### config.mk
export PLATFORM = sky130hd
export DESIGN_NAME = bot_io_regs
export DESIGN_NICKNAME = d
export VERILOG_FILES = /design/src/rtl/bot_io_regs_pkg.sv /design/src/rtl/bot_io_regs_intr.sv /design/src/rtl/bot_io_regs.sv
export SDC_FILE = /design/constraint.sdc
export NUM_CORES = 1
export LEC_CHECK = 0
export BUFFER_PORTS_ARGS = -buffer_cell sky130_fd_sc_hd__buf_2
export CORE_MARGIN = 5
export CORE_UTILIZATION = 49
export DETAILED_ROUTE_END_ITERATION = 8
export PLACE_DENSITY_LB_ADDON = 0.25
export SETUP_SLACK_MARGIN = 0.1
export SYNTH_ARGS = -nofsm -noshare
export SYNTH_HDL_FRONTEND = slang
export SYNTH_SLANG_ARGS = --single-unit
export TNS_END_PERCENT = 20
### constraint.sdc
create_clock -name sysclk -period 5 [get_ports sysclk]
set_clock_uncertainty 0.05 [all_clocks]
set_input_delay 0.25 -clock sysclk [delete_from_list [all_inputs] [get_ports sysclk]]
set_output_delay 0.25 -clock sysclk [all_outputs]
set_load 0.005 [all_outputs]
### src/rtl/bot_io_regs_pkg.sv
// Shared port-address map and reset constants for the Rojobot PicoBlaze I/O block.
// The same numbering is used by the PicoBlaze program build.
package bot_io_regs_pkg;

   localparam logic [4:0] PA_BTNS      = 5'h00;
   localparam logic [4:0] PA_SW_LO     = 5'h01;
   localparam logic [4:0] PA_LED_LO    = 5'h02;
   localparam logic [4:0] PA_DIG3      = 5'h03;
   localparam logic [4:0] PA_DIG2      = 5'h04;
   localparam logic [4:0] PA_DIG1      = 5'h05;
   localparam logic [4:0] PA_DIG0      = 5'h06;
   localparam logic [4:0] PA_DP_LO     = 5'h07;
   localparam logic [4:0] PA_RSVD_LO   = 5'h08;
   localparam logic [4:0] PA_MOT       = 5'h09;
   localparam logic [4:0] PA_LOCX      = 5'h0A;
   localparam logic [4:0] PA_LOCY      = 5'h0B;
   localparam logic [4:0] PA_BOTINFO   = 5'h0C;
   localparam logic [4:0] PA_SENSORS   = 5'h0D;
   localparam logic [4:0] PA_LMDIST    = 5'h0E;
   localparam logic [4:0] PA_RMDIST    = 5'h0F;
   localparam logic [4:0] PA_BTNS_ALT  = 5'h10;
   localparam logic [4:0] PA_SW_HI     = 5'h11;
   localparam logic [4:0] PA_LED_HI    = 5'h12;
   localparam logic [4:0] PA_DIG7      = 5'h13;
   localparam logic [4:0] PA_DIG6      = 5'h14;
   localparam logic [4:0] PA_DIG5      = 5'h15;
   localparam logic [4:0] PA_DIG4      = 5'h16;
   localparam logic [4:0] PA_DP_HI     = 5'h17;
   localparam logic [4:0] PA_RSVD_HI   = 5'h18;
   localparam logic [4:0] PA_MOT_ALT   = 5'h19;
   localparam logic [4:0] PA_LOCX_ALT  = 5'h1A;
   localparam logic [4:0] PA_LOCY_ALT  = 5'h1B;
   localparam logic [4:0] PA_BOTINFO_ALT = 5'h1C;
   localparam logic [4:0] PA_SENSORS_ALT = 5'h1D;
   localparam logic [4:0] PA_LMDIST_ALT  = 5'h1E;
   localparam logic [4:0] PA_RMDIST_ALT  = 5'h1F;

   localparam logic [4:0] DIG_RST = 5'h1F;

   localparam int NUM_DIG  = 8;
   localparam int NUM_SNAP = 6;

endpackage

### src/rtl/bot_io_regs_intr.sv
// Interrupt request latch: rising edge of upd_sysregs sets, interrupt_ack clears,
// set wins over a coincident ack.
module bot_intr_latch (
   input  logic clk,
   input  logic rst,
   input  logic upd,
   input  logic ack,
   output logic intr
);

   logic prev_q, prev_d;
   logic intr_q, intr_d;
   logic rise;

   always_comb begin
      rise   = upd & ~prev_q;
      prev_d = upd;
      intr_d = intr_q;
      if (rise)
         intr_d = 1'b1;
      else if (ack)
         intr_d = 1'b0;
   end

   // The edge detector keeps tracking upd during reset so a level held
   // across reset release is not mistaken for a new edge.
   always_ff @(posedge clk) begin
      prev_q <= prev_d;
      if (rst)
         intr_q <= 1'b0;
      else
         intr_q <= intr_d;
   end

   assign intr = intr_q;

endmodule

### src/rtl/bot_io_regs.sv
// PicoBlaze I/O register file for the Rojobot: output registers, bot status
// snapshots, registered read mux and the interrupt request.
module bot_io_regs #(
   parameter logic [4:0] DIG_RST     = bot_io_regs_pkg::DIG_RST,
   parameter logic [7:0] UNMAPPED_RD = 8'h00
) (
   input  logic        sysclk,
   input  logic        sysreset,
   input  logic [7:0]  port_id,
   input  logic        write_strobe,
   input  logic        read_strobe,
   input  logic [7:0]  out_port,
   output logic [7:0]  in_port,
   output logic        interrupt,
   input  logic        interrupt_ack,
   input  logic [5:0]  db_btns,
   input  logic [15:0] db_sw,
   output logic [15:0] leds,
   output logic [7:0]  decpts,
   output logic [7:0]  motctl,
   output logic [4:0]  dig0,
   output logic [4:0]  dig1,
   output logic [4:0]  dig2,
   output logic [4:0]  dig3,
   output logic [4:0]  dig4,
   output logic [4:0]  dig5,
   output logic [4:0]  dig6,
   output logic [4:0]  dig7,
   input  logic [7:0]  locx,
   input  logic [7:0]  locy,
   input  logic [7:0]  botinfo,
   input  logic [7:0]  sensors,
   input  logic [7:0]  lmdist,
   input  logic [7:0]  rmdist,
   input  logic        upd_sysregs
);

   import bot_io_regs_pkg::*;

   logic [15:0] leds_q, leds_d;
   logic [7:0]  decpts_q, decpts_d;
   logic [7:0]  motctl_q, motctl_d;
   logic [4:0]  dig_q [NUM_DIG];
   logic [4:0]  dig_d [NUM_DIG];
   logic [7:0]  snap_q [NUM_SNAP];
   logic [7:0]  snap_d [NUM_SNAP];
   logic [7:0]  in_port_q, in_port_d;
   logic        mapped;
   logic [4:0]  addr;
   logic        unused_rd;

   assign unused_rd = read_strobe;
   assign mapped    = (port_id[7:5] == 3'b000);
   assign addr      = port_id[4:0];

   always_comb begin
      leds_d   = leds_q;
      decpts_d = decpts_q;
      motctl_d = motctl_q;
      dig_d    = dig_q;
      snap_d   = snap_q;
      if (write_strobe && mapped) begin
         case (addr)
            PA_LED_LO:              leds_d[7:0]   = out_port;
            PA_LED_HI:              leds_d[15:8]  = out_port;
            PA_DIG0:                dig_d[0]      = out_port[4:0];
            PA_DIG1:                dig_d[1]      = out_port[4:0];
            PA_DIG2:                dig_d[2]      = out_port[4:0];
            PA_DIG3:                dig_d[3]      = out_port[4:0];
            PA_DIG4:                dig_d[4]      = out_port[4:0];
            PA_DIG5:                dig_d[5]      = out_port[4:0];
            PA_DIG6:                dig_d[6]      = out_port[4:0];
            PA_DIG7:                dig_d[7]      = out_port[4:0];
            PA_DP_LO:               decpts_d[3:0] = out_port[3:0];
            PA_DP_HI:               decpts_d[7:4] = out_port[3:0];
            PA_MOT, PA_MOT_ALT:     motctl_d      = out_port;
            default: ;
         endcase
      end
      if (upd_sysregs)
         snap_d = '{locx, locy, botinfo, sensors, lmdist, rmdist};
   end

   // Reads use the current (pre-capture, pre-write) register values.
   always_comb begin
      in_port_d = UNMAPPED_RD;
      if (mapped) begin
         case (addr)
            PA_BTNS, PA_BTNS_ALT:        in_port_d = {2'b00, db_btns};
            PA_SW_LO:                    in_port_d = db_sw[7:0];
            PA_SW_HI:                    in_port_d = db_sw[15:8];
            PA_LED_LO:                   in_port_d = leds_q[7:0];
            PA_LED_HI:                   in_port_d = leds_q[15:8];
            PA_DIG0:                     in_port_d = {3'b000, dig_q[0]};
            PA_DIG1:                     in_port_d = {3'b000, dig_q[1]};
            PA_DIG2:                     in_port_d = {3'b000, dig_q[2]};
            PA_DIG3:                     in_port_d = {3'b000, dig_q[3]};
            PA_DIG4:                     in_port_d = {3'b000, dig_q[4]};
            PA_DIG5:                     in_port_d = {3'b000, dig_q[5]};
            PA_DIG6:                     in_port_d = {3'b000, dig_q[6]};
            PA_DIG7:                     in_port_d = {3'b000, dig_q[7]};
            PA_DP_LO:                    in_port_d = {4'h0, decpts_q[3:0]};
            PA_DP_HI:                    in_port_d = {4'h0, decpts_q[7:4]};
            PA_MOT, PA_MOT_ALT:          in_port_d = motctl_q;
            PA_LOCX, PA_LOCX_ALT:        in_port_d = snap_q[0];
            PA_LOCY, PA_LOCY_ALT:        in_port_d = snap_q[1];
            PA_BOTINFO, PA_BOTINFO_ALT:  in_port_d = snap_q[2];
            PA_SENSORS, PA_SENSORS_ALT:  in_port_d = snap_q[3];
            PA_LMDIST, PA_LMDIST_ALT:    in_port_d = snap_q[4];
            PA_RMDIST, PA_RMDIST_ALT:    in_port_d = snap_q[5];
            default:                     in_port_d = UNMAPPED_RD;
         endcase
      end
   end

   always_ff @(posedge sysclk) begin
      if (sysreset) begin
         leds_q    <= '0;
         decpts_q  <= '0;
         motctl_q  <= '0;
         in_port_q <= '0;
         for (int i = 0; i < NUM_DIG; i++)  dig_q[i]  <= DIG_RST;
         for (int i = 0; i < NUM_SNAP; i++) snap_q[i] <= '0;
      end else begin
         leds_q    <= leds_d;
         decpts_q  <= decpts_d;
         motctl_q  <= motctl_d;
         in_port_q <= in_port_d;
         dig_q     <= dig_d;
         snap_q    <= snap_d;
      end
   end

   bot_intr_latch u_intr (
      .clk  (sysclk),
      .rst  (sysreset),
      .upd  (upd_sysregs),
      .ack  (interrupt_ack),
      .intr (interrupt)
   );

   assign in_port = in_port_q;
   assign leds    = leds_q;
   assign decpts  = decpts_q;
   assign motctl  = motctl_q;
   assign dig0    = dig_q[0];
   assign dig1    = dig_q[1];
   assign dig2    = dig_q[2];
   assign dig3    = dig_q[3];
   assign dig4    = dig_q[4];
   assign dig5    = dig_q[5];
   assign dig6    = dig_q[6];
   assign dig7    = dig_q[7];

endmodule

==> out/results.ini <==
[power_and_ir_drop]
pwr-share-comb_pct = 9.0
p_sw_uw = 578
ir_drop_mv = 0.224
finalPower_mw = 2.39
p_leak_nw = 3.10
power_density_mw_per_mm2 = 328
power.internal_mw = 1.82
swShare_pct = 24.1
p_seq_share_pct = 45.0
clkPwrFrac_pct = 46.0

[layout]
syn_to_final_growth_pct = 23.8
final_common_cell = buf_2
n_antenna_cell = 0
fin_nets = 882
final_cell_mix = buf_2, dfxtp_1, nor2_1
drive_gt1_share_pct = 28.4
fill_cells = 1058

[die]
die_area_mm2 = 0.0143
row_count = 40
fp.dieH_um = 120
core-area_mm2 = 0.0119
dieWidth_um = 120
initial_utilization_pct = 49.5
io_pins = 173

[global_routing]
grt_max_degree = 62
grt_pass1_wl_um = 30300
grt_overflow = 0
grt_pass1_vias = 5508
grt_antenna_before_repair = 0
track_usage_pct = 27.3

[setup_path]
worstPathArrival_ns = 2.90
critical_path_required_ns = 5.22
cp_max_fo = 38
worstSetupPathType = in -> reg
worstReg2RegStart = snap_q[3]
end_kind = flip-flop
start_kind = primary input
critPathLaunch = port_id[1]

[route]
drtIter0Drc = 810
route.detailed.wl_per_inst_um = 20.5
drc = 0
vias = 5598
routed_wl_um = 19400
vias_per_cell = 5.89
dr.pass1.iters = 6
ant_nets = 0

[synth]
synth-edff-count = 0
yosys.cell_types.count = 52
synth_cells = 644
async_reset_ff_share_pct = 0
synth_ff_type = dfxtp_1
yosys_warnings = 0
ys_seq_elements = 130
synthesis.area_mm2 = 0.00590
yosysSeqAreaShare_pct = 44.1
syn_nets = 736
syn_avg_cell_area_um2 = 9.16

[sta]
min_period_ns = 2.68
worst_pin_slew_ns = 0.964
slew_viol_final = 0
rsz0062_at_grt = no
finalSetupTns_ns = 0
hold_viol = 0
setup-violations-final = 0
slew_headroom_pct = 35.5
fmax_mhz = 373
fin_crit_sh_pct = 53.6

[clock_tree]
clock_sink_count = 130
clk_pin_slew_ns = 0.05
clock_latency_ns = 0.42
htree_levels = 4
cts-root-buf = clkbuf_16
cts_buffer_depth = 2
tritoncts = built
cts_setup_buffers = 0
post_cts_resized = 0
cts-hold-fix-buffers = 0
cts_buffers = 17

[worst_hold_path]
hp-class = in -> reg
hp-start = rmdist[3]

[placement]
numPortBuffers = 171
place.gp.congestion = 0.881
place_hpwl_um = 14100

[run]
drv_cap = 0

[run_status]
status = finished clean

-- power by group through the flow --
stage | combinational, mW | sequential (mW) | clock [mW]
2_1_floorplan | 0.134 | 1.09 | 0
3_3_place_gp | 0.209 | 1.10 | 0
3_5_place_dp | 0.212 | 1.10 | 0
4_1_cts | 0.213 | 1.08 | 1.11
5_1_grt | 0.234 | 1.08 | 1.15
6_report | 0.216 | 1.08 | 1.10
-- worst paths after layout --
path | depth (start not counted) | slack [ns] | endpoint
worst max-delay path | 6 | 2.32 | leds[15]
worst min-delay path | 3 | 0.02 | snap_q[3]
worst max register to register | 4 | 3.05 | in_port[3]
worst min register to register | 2 | 0.42 | u_intr.intr
-- cells in the mapped netlist (all sizes together), types with 3 or more instances --
master   instances  area [µm²]
a2111oi          3        26.3
a211o           26         228
a21oi           29         145
a221oi           6        52.6
a22o             4        35.0
a22oi           19         143
a31oi            5        31.3
a32oi            4        35.0
and4             3        26.3
buf             19        88.8
clkbuf          31         116
dfxtp          130        2600
inv              7        26.3
mux2            10         113
mux2i           86         861
nand2           53         201
nand2b           5        31.3
nand3           24         120
nand3b           5        37.5
nand4            3        25.0
nor2            95         369
nor2b           22         138
nor3             8        61.3
nor4             5        31.3
o211ai           3        22.5
o21ai            8        40.0
o22ai            6        37.5
-- critical path, stage by stage --
cell and delay [ns]:
buf_2 0.64, or3b_2 0.55, nor2_1 0.76, nand2_1 0.44
nand2_1 0.18, a21oi_1 0.08
-- logic make-up (layout without fill, tap and decap cells) --
family | count (synthesis) | in the layout | synth area share [%]
flip-flops | 130 | 130 | 44.1
buffers and inverters | 57 | 216 | 3.93
AND/OR/NAND/NOR | 235 | 235 | 19.5
AO/OA/AOI/OAI | 124 | 124 | 15.1
multiplexers | 98 | 98 | 17.3
-- state kept, by name, indices dropped and copies added, names as in the netlist --
register and count:
snap_q 48, decpts 8, motctl 8, dig6 5, u_intr.prev_q 1, u_intr.intr 1
dig1 5, in_port 8, dig3 5, dig0 5, dig7 5, dig4 5
leds 16, dig5 5, dig2 5
-- stage by stage --
step | utilization [%] | hold WS [ns] | cell area, µm² | setup WS, ns | cells
2_1_floorplan | - | 0.228 | 5900 | 3.23 | 644
3_3_place_gp | 56.9 | 0.401 | 6780 | 2.02 | 918
3_5_place_dp | 56.9 | 0.409 | 6780 | 1.97 | 918
4_1_cts | 61.3 | 0.00622 | 7300 | 2.40 | 950
5_1_grt | 61.3 | 0.0218 | 7300 | 2.18 | 950
6_report | 61.3 | 0.0174 | 7300 | 2.32 | 950
-- layer usage --
metal | up-vias | track usage, % | wire [µm]
met5 | - | 0 | 0
met4 | 0 | 11.7 | 714
met2 | 331 | 42.0 | 8940
li1 | 2613 | - | -
met3 | 48 | 6.46 | 1770
met1 | 2606 | 36.6 | 8010
-- cell type report --
cell class | count | area, µm² | area share [%]
clock inverter | 6 | 30.0 | 0.411
sequential | 130 | 2600 | 35.7
multi-input combinational | 457 | 3060 | 42.0
inverter | 7 | 26.3 | 0.360
clock buffer | 26 | 489 | 6.70
timing repair buffer | 177 | 903 | 12.4
tap | 147 | 184 | 2.52
Power figures use the tool's default switching activity.
